### config.mk
export PLATFORM = sky130hd
export DESIGN_NAME = bus_sched_rr
export DESIGN_NICKNAME = d
export VERILOG_FILES = /design/src/rtl/bus_sched_rr.sv
export SDC_FILE = /design/constraint.sdc
export NUM_CORES = 1
export LEC_CHECK = 0
export ABC_AREA = 1
export CORE_MARGIN = 5
export CORE_UTILIZATION = 45
export CTS_CLUSTER_SIZE = 16
export DETAILED_ROUTE_END_ITERATION = 10
export GPL_TIMING_DRIVEN = 0
export HOLD_SLACK_MARGIN = 0.05
export PLACE_DENSITY_LB_ADDON = 0.2
export SYNTH_ARGS = -nofsm -noshare
export SYNTH_HDL_FRONTEND = slang
export SYNTH_SLANG_ARGS = --single-unit
### constraint.sdc
create_clock -name clk -period 3.2 [get_ports clk]
set_input_delay 0.48 -clock clk [delete_from_list [all_inputs] [get_ports clk]]
set_output_delay 0.48 -clock clk [all_outputs]
set_load 0.03 [all_outputs]
### src/rtl/bus_sched_rr.sv
// bus_sched_rr
//   Round-robin scheduler for a shared broadcast bus. Pops one packet at a
//   time from a pending device FIFO, decodes the 8-bit destination ID in the
//   packet MSBs and pushes it to the destination FIFO, or to every other
//   device on the broadcast ID. Waits on destination backpressure up to
//   max_wait cycles, then drops; invalid IDs are dropped at once.
//
// Ports
//   clk       in   rising-edge clock
//   reset     in   asynchronous active-low reset
//   pndng     in   per-device FIFO non-empty flags
//   D_pop     in   per-device head packet (show-ahead)
//   full      in   per-device input FIFO full flags
//   pop       out  one-hot pop strobe to the granted source (registered)
//   push      out  push strobes to destination FIFOs (registered)
//   D_push    out  packet to destinations, holds its last pushed value
//   busy      out  high whenever the scheduler is not idle
//   drop_cnt  out  saturating dropped-packet counter
module bus_sched_rr #(
    parameter int unsigned drvrs      = 4,
    parameter int unsigned pckg_sz    = 16,
    parameter logic [7:0]  brdcst_ind = 8'hFF,
    parameter int unsigned max_wait   = 16,
    parameter int unsigned cnt_w      = 8
) (
    input  logic                            clk,
    input  logic                            reset,
    input  logic [drvrs-1:0]                pndng,
    input  logic [drvrs-1:0][pckg_sz-1:0]   D_pop,
    input  logic [drvrs-1:0]                full,
    output logic [drvrs-1:0]                pop,
    output logic [drvrs-1:0]                push,
    output logic [pckg_sz-1:0]              D_push,
    output logic                            busy,
    output logic [cnt_w-1:0]                drop_cnt
);

    localparam int unsigned IW = $clog2(drvrs);
    localparam int unsigned WW = $clog2(max_wait + 1);

    typedef enum logic [1:0] {IDLE, POP, ROUTE} state_t;

    state_t             r_state;
    logic [IW-1:0]      r_ptr;
    logic [IW-1:0]      r_src;
    logic [pckg_sz-1:0] r_pkt;
    logic [WW-1:0]      r_wait_cnt;
    logic [drvrs-1:0]   r_pop;
    logic [drvrs-1:0]   r_push;
    logic [pckg_sz-1:0] r_d_push;
    logic               r_busy;
    logic [cnt_w-1:0]   r_drop_cnt;

    // Round-robin pick: first pending device at or above r_ptr, wrapping.
    // Scanning offsets from high to low lets the smallest offset win.
    logic [IW:0]        w_idx;
    logic [IW-1:0]      w_sel;
    logic               w_any;

    always_comb begin
        w_sel = r_ptr;
        w_any = 1'b0;
        w_idx = '0;
        for (int k = int'(drvrs) - 1; k >= 0; k--) begin
            w_idx = {1'b0, r_ptr} + (IW+1)'(k);
            if (w_idx >= (IW+1)'(drvrs)) begin
                w_idx = w_idx - (IW+1)'(drvrs);
            end
            if (pndng[w_idx[IW-1:0]]) begin
                w_sel = w_idx[IW-1:0];
                w_any = 1'b1;
            end
        end
    end

    // Destination decode of the captured packet.
    logic [7:0]         w_dst;
    logic               w_is_bcast;
    logic               w_is_ucast;
    logic [drvrs-1:0]   w_src_oh;
    logic [drvrs-1:0]   w_dst_oh;
    logic [drvrs-1:0]   w_tgt;
    logic               w_blocked;
    logic [IW-1:0]      w_ptr_next;
    logic [cnt_w-1:0]   w_drop_inc;

    assign w_dst      = r_pkt[pckg_sz-1 -: 8];
    assign w_is_bcast = (w_dst == brdcst_ind);
    assign w_is_ucast = !w_is_bcast && (w_dst < 8'(drvrs)) && (w_dst != 8'(r_src));
    assign w_src_oh   = {{(drvrs-1){1'b0}}, 1'b1} << r_src;
    assign w_dst_oh   = {{(drvrs-1){1'b0}}, 1'b1} << w_dst[IW-1:0];
    assign w_tgt      = w_is_bcast ? ~w_src_oh : (w_is_ucast ? w_dst_oh : '0);
    // A broadcast goes out only when every target can accept it together.
    assign w_blocked  = |(full & w_tgt);
    assign w_ptr_next = (r_src == IW'(drvrs - 1)) ? '0 : r_src + 1'b1;
    assign w_drop_inc = (r_drop_cnt == '1) ? r_drop_cnt : r_drop_cnt + 1'b1;

    always_ff @(posedge clk or negedge reset) begin
        if (!reset) begin
            r_state    <= IDLE;
            r_ptr      <= '0;
            r_src      <= '0;
            r_pkt      <= '0;
            r_wait_cnt <= '0;
            r_pop      <= '0;
            r_push     <= '0;
            r_d_push   <= '0;
            r_busy     <= 1'b0;
            r_drop_cnt <= '0;
        end else begin
            r_pop  <= '0;
            r_push <= '0;
            case (r_state)
                IDLE: begin
                    if (w_any) begin
                        r_src   <= w_sel;
                        r_state <= POP;
                        r_busy  <= 1'b1;
                    end
                end
                POP: begin
                    // The request may have been withdrawn since IDLE sampled it.
                    if (pndng[r_src]) begin
                        r_pop      <= w_src_oh;
                        r_pkt      <= D_pop[r_src];
                        r_ptr      <= w_ptr_next;
                        r_wait_cnt <= '0;
                        r_state    <= ROUTE;
                    end else begin
                        r_state <= IDLE;
                        r_busy  <= 1'b0;
                    end
                end
                ROUTE: begin
                    if (!(w_is_bcast || w_is_ucast)) begin
                        r_drop_cnt <= w_drop_inc;
                        r_state    <= IDLE;
                        r_busy     <= 1'b0;
                    end else if (!w_blocked) begin
                        r_push   <= w_tgt;
                        r_d_push <= r_pkt;
                        r_state  <= IDLE;
                        r_busy   <= 1'b0;
                    end else if (r_wait_cnt == WW'(max_wait)) begin
                        r_drop_cnt <= w_drop_inc;
                        r_state    <= IDLE;
                        r_busy     <= 1'b0;
                    end else begin
                        r_wait_cnt <= r_wait_cnt + 1'b1;
                    end
                end
                default: begin
                    r_state <= IDLE;
                    r_busy  <= 1'b0;
                end
            endcase
        end
    end

    assign pop      = r_pop;
    assign push     = r_push;
    assign D_push   = r_d_push;
    assign busy     = r_busy;
    assign drop_cnt = r_drop_cnt;

endmodule

==> metrics.cfg <==
[outcome]
status = finished, final reports clean

[setup_path]
path_max_fanout = 11
cp.arrival_ns = 2.80
r2r-start = r_src[0]
cp-start-kind = flop
crit_required_ns = 3.43
endpoint = D_push[5]
timing.rr.end = D_push[5]
critical_path_class = flop to flop
crit_start = r_src[0]
r2r_slack_ns = 0.62
rr_worst_depth = 16
cp-end-kind = flop

[timing]
relSlewSlack_pct = 63.8
period_share_pct = 80.5
rsz0062_at_grt = false
hold_viol = 0
period_minus_slack_ns = 2.58
fmax_mhz = 388
setup_viol = 0
slew_viol_final = 0
finClkSkew_ns = 0.00808
fin_hold_ws_ns = 0.124
tightest_slew_ns = 0.542

[die]
die_x_um = 96.7
io_pins = 107
core_um2 = 7290
die-area_um2 = 9350
die_height_um = 96.7
start_util_pct = 46.4
rows = 31

[power_and_ir_drop]
netSwitchingPower_w = 0.00183
ir_drop_mv = 0.322
p_clk_share_pct = 19.8
power_frac_seq_pct = 28.6
power.density_nw_per_um2 = 874
switching_share_pct = 43.2
comb_power_share_pct = 51.6
p_int_w = 0.00240
leakage_nw = 2.22

[synthesis]
ys_ff_latch = 60
synth_most_common_cell = nand2_1
synth_cell_types = 28
synth_top_family_by_area = simple AND/OR/NAND/NOR gates
syn_area_per_cell_um2 = 7.67
synth-edff-count = 0
synth_compound_area_share_pct = 15.6
yosysTopAreaCellShare_pct = 44.4
netlist_top_cells_count = nand2_1, dfrtp_1, o21ai_0, nor2_1, inv_1
syn_nets = 522
yosysSeqAreaShare_pct = 44.4
yosys.area_share.adder_pct = 2.59
synth-simple-area-share_pct = 26.5
synth_xor_area_share_pct = 3.11
synthCells = 441
yosys.area.top_type = dfrtp_1
synth_area_leaders = dfrtp_1, nand2_1, o21ai_0
ys.flop_type = dfrtp_1
syn-cell-area_um2 = 3380
synth_mux_area_share_pct = 0
synthArstFlopShare_pct = 100
yosys_warnings = 0

[final_layout]
area_growth_syn_to_layout_pct = 42.9
multi_input_area_um2 = 1610
post-route-util_pct = 66.3
diodes = 0
final_cells = 663
drive_gt1_share_pct = 10.6
fill_cells = 654
finish.instance_area_um2 = 4830
fin_nets = 640
seq_area_um2 = 1500

[clock_network]
cts.sinks = 60
cts.repair.resized = 0
worstSkewPairLatency_ns = 0.34
cts_max_level = 3
ctsHoldBuffers = 0
cts_tree = done
clkSlewWorstSetupHoldPaths_ns = 0.06
cts_setup_buffers = 0
cts_root_buf = clkbuf_8
cts_buffer_depth = 2
cts_made_buffers = 9

[placement]
place_congestion = 0.842
dp_cells = 647
hpwl_um = 7140
placed_area_um2 = 4580
numPortBuffers = 106

[detailed_routing]
drt_first_pass_iters = 4
vias = 3350
ant_nets = 0
wl_um = 9020
drc = 0
wl_per_cell_um = 13.6
drt-initial-drc-count = 182
viasPerCell = 5.05

[global_routing]
track_usage_pct = 20.0
grt_max_degree = 38
first_global_vias = 3308
antenna_found_initial = 0
grt_pass1_wl_um = 15500
overflow = 0

[min_path]
hold_path.class = primary input to asynchronous set/reset pin

[run]
cap_violations = 0

==> final cells by class <==
cell class                 count  area share (%)
clock buffer                  12            3.21
clock inverter                 4            1.97
inverter                      45            3.50
buffer                        18            2.02
timing repair buffer         107            22.3
multi-input combinational    318            33.4
tap                           99            2.56
sequential                    60            31.1
==> sequential cells by signal, summed over array words and instances, names as in the netlist <==
signal	cells
busy	1
D_push	16
r_ptr	2
r_src	2
r_pkt	16
r_state	2
drop_cnt	8
push	4
r_wait_cnt	5
pop	4
==> power by group through the flow <==
stage | Clock (W) | Combinational [W] | Sequential [W]
after floorplan | 0 | 0.00118 | 0.00146
after global placement | 0 | 0.00213 | 0.00121
after detailed placement | 0 | 0.00218 | 0.00122
after CTS | 0.000855 | 0.00219 | 0.00121
after global routing | 0.000883 | 0.00243 | 0.00125
final | 0.000837 | 0.00218 | 0.00121
==> per-layer routing <==
metal	wire length [um]	track usage, %	share of wire [%]	vias to the layer above
met5	0	0	0	-
met1	3900	25.2	43	1556
met4	190	8.53	2.1	0
met3	611	5.04	6.8	17
li1	-	-	-	1661
met2	4320	32.7	48	116
==> logic make-up (layout without fill, tap and decap cells) <==
| group | Yosys count | in the layout |
|---|---|---|
| AOI/OAI and AO/OA | 92 | 92 |
| buffers and inverters | 63 | 186 |
| adders and majority gates | 7 | 7 |
| DFF | 60 | 60 |
| and+or+nand+nor | 207 | 207 |
| xor gates and xnor gates | 12 | 12 |
==> cell usage in the layout, fill, tap and decap left out <==
cell type,count
inv_1,41
nand2_4,1
a21oi_2,2
nand2_1,111
clkinv_2,1
nor2_2,5
clkbuf_1,9
buf_12,1
clkbuf_8,11
o21ai_2,10
a21oi_1,2
inv_2,4
xnor2_1,5
xor2_1,7
nor2_1,50
dfrtp_1,60
buf_6,3
nand4_1,4
o22ai_1,16
nand3_4,1
buf_1,1
a31oi_1,1
ha_1,7
nand3_1,22
nor2_4,1
nand2_2,7
o21ai_0,56
o21ai_1,5
nand3_2,3
clkdlybuf4s50_1,105
buf_2,7
nor3_1,2
bufinv_16,3
==> worst min-delay path by stage <==
stage / slack (ns) / end / from / cells past startpoint
2_1_floorplan: 0.18 / D_push[0] / reset / 0
3_3_place_gp: 0.45 / D_push[11] / D_push[11] / 2
3_5_place_dp: 0.46 / D_push[14] / D_push[14] / 2
4_1_cts: 0.12 / D_push[1] / reset / 1
5_1_grt: 0.15 / D_push[1] / reset / 1
6_report: 0.12 / D_push[1] / reset / 1
==> worst max-delay path, stage by stage (launching register included) <==
cell and delay, ns:
dfrtp_1 0.39, buf_2 0.20, inv_2 0.17, clkbuf_1 0.46, ha_1 0.23, inv_1 0.05
nand3_1 0.13, nand2_1 0.07, nand2_1 0.07, nand2_2 0.06, nor2_2 0.11, nand2_2 0.06
nor2_2 0.13, inv_2 0.07, buf_6 0.14, nand2_1 0.07, o21ai_2 0.05
==> per-stage QoR <==
stage | setup TNS [ns] | worst slack [ns] | power, W
floorplan | 0 | 1.06 | 0.00264
global placement | -10.01 | -0.171 | 0.00333
detailed placement | 0 | 0.626 | 0.00340
CTS | 0 | 0.608 | 0.00425
global route | 0 | 0.358 | 0.00456
finish | 0 | 0.623 | 0.00422
Power figures use the tool's default switching activity.
==> patch 1 (same flow settings) <==
Register the output `drop_cnt` once more, with the module's reset; this adds one clock of latency there. The other outputs are not delayed to match.
--- a/src/rtl/bus_sched_rr.sv
+++ b/src/rtl/bus_sched_rr.sv
@@ -162,5 +162,11 @@
     assign D_push   = r_d_push;
     assign busy     = r_busy;
-    assign drop_cnt = r_drop_cnt;
+    always_ff @(posedge clk or negedge reset) begin
+        if (!reset) begin
+            drop_cnt <= '0;
+        end else begin
+            drop_cnt <= r_drop_cnt;
+        end
+    end
 
 endmodule
Function: changed (Yosys sat finds a counterexample within 4 cycles, from zero or initial values and one cycle with reset low).
==> patch 1 against the unedited design <==
- synthesized area increased by 8.7%
- critical path depth decreased by 1
- sequential power increased by 7%
- die area increased by 7.7%
- clock power decreased by 6.0%
- routed wire length increased by 4.9%
- synthesized cell count increased by 1.1%
- largest cell class unchanged
- power decreased by 1.2%
- final area increased by 5.3%
- setup slack got worse by 0.13 ns
- core utilization decreased by 3.4 points
- sequential cell count increased by 8
==> patch 1: results (changes against the unedited design) <==
status: "finished clean"  # unchanged
met2_usage: 0.335  # was 0.327
gp_congestion: 0.804  # was 0.842
routed_wl_um: 9460  # was 9020 µm
cp_max_fo: 11  # unchanged
first_iter_violations: 97  # was 182
leakage_nw: 2.29  # was 2.22 nW
yosysUniqueCellTypes: 34  # was 28
period_share: 0.846  # was 0.805
grt_use_met1: 0.246  # was 0.252
place_area_um2: 4860  # was 4580 µm²
drive_gt1_frac: 0.130  # was 0.106
wl_met1_um: 3920  # was 3900 µm
startpoint: "r_src[1]"  # was r_src[0]
avgSynthCellArea_um2: 8.24  # was 7.67 µm²
slew_headroom: 0.453  # was 0.638
dpl_worst_slack_ns: 0.445  # was 0.626 ns
finClkSkew_ns: 0.00951  # was 0.00808 ns
cts.clk_slew.worst_paths_ns: 0.08  # was 0.06 ns
fillers: 728  # was 654
drt-wirelength-per-cell_um: 14.1  # was 13.6 µm
synth_compound_area_frac: 0.169  # was 0.156
grt_use_total: 0.198  # was 0.200
fin_nets: 644  # was 640
yosys.area_share.xor_xnor: 0.0306  # was 0.0311
synth_common_cells: "nand2_1 (94), dfrtp_1 (68), nor2_1 (54), o21ai_0 (44), inv_1 (34)"  # was nand2_1 (111), dfrtp_1 (60), o21ai_0 (56), nor2_1 (50), inv_1 (41)
wl_met3_um: 543  # was 611 µm
synth.area.top_cells: "dfrtp_1 (46%), nand2_1 (9.6%), o21ai_0 (6.0%), nor2_1 (5.5%), o21ai_2 (3.8%)"  # was dfrtp_1 (44%), nand2_1 (12%), o21ai_0 (8.3%), nor2_1 (5.5%), inv_1 (4.6%)
use_met3: 0.0500  # was 0.0504
grt_pass1_wl_um: 15800  # was 15500 µm
ys_seq_area_frac: 0.463  # was 0.444
synth_nets: 527  # was 522
rrSetupSlack_ns: 0.49  # was 0.62 ns
synth_fa_ha_area_frac: 0.0238  # was 0.0259
grt_max_degree: 69  # was 38
via_per_inst: 5.02  # was 5.05
place_inst: 657  # was 647
dp_hpwl_um: 7300  # was 7140 µm
reg2regPathDepth: 15  # was 16
arrival_ns: 2.94  # was 2.80 ns
antennaDiodeCount: 0  # unchanged
cp-endpoint: "D_push[13]"  # was D_push[5]
routed-wl-met2_um: 4780  # was 4320 µm
first_global_vias: 3348  # was 3308
[patch 1: worst min-delay path by stage]
| stage | endpoint | slack, ns | cells past startpoint |
|---|---|---|---|
| floorplan | D_push[0] | 0.18 | 0 |
| global placement | drop_cnt[7] | 0.39 | 0 |
| detailed placement | drop_cnt[4] | 0.40 | 0 |
| CTS | D_push[10] | 0.27 | 1 |
| global route | D_push[10] | 0.30 | 1 |
| finish | D_push[10] | 0.22 | 1 |
[patch 1: layout make-up]
| class | instances | area [µm²] | share of cell area |
|---|---|---|---|
| multi-input cells | 317 | 1710 | 0.336 |
| plain buffers | 19 | 105 | 0.0207 |
| clock buffers | 9 | 124 | 0.0243 |
| inverters | 42 | 158 | 0.0310 |
| flip-flops and latches | 68 | 1700 | 0.334 |
| repair buffers | 106 | 1060 | 0.208 |
| clock inverters | 7 | 98.8 | 0.0194 |
| well taps | 105 | 131 | 0.0258 |
[patch 1: where the power goes]
part	total (mW)	internal (mW)	switching, mW
Combinational	2.10	0.765	1.33
Sequential	1.29	1.13	0.160
Clock	0.787	0.444	0.343
[patch 1: worst max-delay path, stage by stage, from the launching register on]
cell	delay, ns
dfrtp_1	0.40
buf_2	0.20
inv_2	0.07
buf_2	0.21
clkbuf_1	0.41
ha_1	0.23
inv_1	0.06
nand3_1	0.12
nand2_1	0.07
nand2_1	0.07
nand2_2	0.07
nor2_4	0.16
nand3_4	0.16
buf_4	0.24
nand2_1	0.08
o21ai_2	0.05
[patch 1: logic make-up (layout without fill, tap and decap cells)]
kind of cell               count (synthesis)  in the layout
adders and majority gates                  7              7
buffers and inverters                     61            183
DFF                                       68             68
xor gates and xnor gates                  12             12
AOI/OAI and AO/OA                        102            102
and+or+nand+nor                          196            196
==> patch 2 (config.mk and constraints unchanged) <==
Made on the original files. `pckg_sz`: 16 -> 18.
--- a/src/rtl/bus_sched_rr.sv
+++ b/src/rtl/bus_sched_rr.sv
@@ -19,5 +19,5 @@
 module bus_sched_rr #(
     parameter int unsigned drvrs      = 4,
-    parameter int unsigned pckg_sz    = 16,
+    parameter int unsigned pckg_sz    = 18,
     parameter logic [7:0]  brdcst_ind = 8'hFF,
     parameter int unsigned max_wait   = 16,
Interface: changed (resized D_pop and D_push); port bits go from 107 to 117. No check against the original RTL was run, so the function may have changed too.
==> patch 2 against the unedited design <==
- power increased by 3.6%
- combinational power increased by 9.6%
- non-clock buffer count increased by 14
- core utilization decreased by 2.3 points
- via count increased by 10%
- final area increased by 7.2%
- routed wire length increased by 23%
- sequential cell count increased by 4
- critical path depth decreased by 2
- setup slack improved by 0.064 ns
- count of clock-buffer cells in the layout decreased by 1
- synthesized area increased by 8.9%
- critical path type unchanged
- largest power group unchanged
==> patch 2: results (changes against the unedited design) <==
status: "finished clean"  # unchanged
wl_met3_um: 681  # was 611 µm
routed_wl_um: 11100  # was 9020 µm
slowest_stage: "dfrtp_1"  # was clkbuf_1
synth_nets: 554  # was 522
grt_pass1_wl_um: 18200  # was 15500 µm
use_met3: 0.0450  # was 0.0504
first_iter_violations: 185  # was 182
dpl_worst_slack_ns: 0.759  # was 0.626 ns
place_inst: 686  # was 647
routed-wl-met2_um: 5790  # was 4320 µm
cp-endpoint: "D_push[6]"  # was D_push[5]
ir_drop_mv: 0.437  # was 0.322 mV
reg2regPathDepth: 14  # was 16
p_comb_mw: 2.39  # was 2.18 mW
grt_use_met1: 0.285  # was 0.252
synth_compound_area_frac: 0.183  # was 0.156
dp_hpwl_um: 8330  # was 7140 µm
num_vias: 3689  # was 3350
avgSynthCellArea_um2: 7.92  # was 7.67 µm²
drt-wirelength-per-cell_um: 15.8  # was 13.6 µm
firstDrtPassIters: 5  # was 4
gp_congestion: 0.833  # was 0.842
synth.area.top_cells: "dfrtp_1 (43%), nand2_1 (7.9%), nor2_1 (7.5%), o21ai_0 (5.8%), o21ai_2 (4.5%)"  # was dfrtp_1 (44%), nand2_1 (12%), o21ai_0 (8.3%), nor2_1 (5.5%), inv_1 (4.6%)
synth_fa_ha_area_frac: 0.0238  # was 0.0259
holdWs_ns: 0.217  # was 0.124 ns
met2_usage: 0.403  # was 0.327
finClkSkew_ns: 0.0109  # was 0.00808 ns
async_reset_ff_frac: 1.00  # unchanged
synth_common_cells: "nand2_1 (78), nor2_1 (74), dfrtp_1 (64), inv_1 (44), o21ai_0 (43)"  # was nand2_1 (111), dfrtp_1 (60), o21ai_0 (56), nor2_1 (50), inv_1 (41)
leakage_nw: 2.37  # was 2.22 nW
wl_met1_um: 4430  # was 3900 µm
ys_seq_area_frac: 0.435  # was 0.444
drive_gt1_frac: 0.127  # was 0.106
place_area_um2: 4970  # was 4580 µm²
first_global_vias: 3659  # was 3308
syn_area_um2: 3680  # was 3380 µm²
fillers: 712  # was 654
swShare: 0.466  # was 0.432
grt_max_degree: 65  # was 38
tightest_slew_ns: 0.813  # was 0.542 ns
fin_nets: 681  # was 640
patch 2: cell count changes after synthesis, moves of 3 or more:
cell / unedited run / this run
inv_1: 41 / 44
nand4_1: 4 / 11
dfrtp_1: 60 / 64
xnor2_1: 5 / 1
o21ai_2: 10 / 19
o21ai_0: 56 / 43
nand2_1: 111 / 78
buf_2: 6 / 12
a21oi_1: 2 / 24
nor2_2: 5 / 1
inv_2: 4 / 1
nor2_1: 50 / 74
patch 2: critical path: cells and delay by family (launching register included):
family,cells,cell delay (ns)
fa+ha+maj,1,0.18
compound gates,1,0.05
simple gates,7,0.64
flops,1,0.44
buf+inv,5,1.09
patch 2: final cells by class:
cell class	count	area [µm²]	share of cell area
multi-input cells	333	1780	0.344
inverters	45	169	0.0326
well taps	105	131	0.0254
repair buffers	116	1160	0.224
flip-flops and latches	64	1600	0.309
clock inverters	5	55.1	0.0106
clock buffers	11	151	0.0292
plain buffers	23	131	0.0254
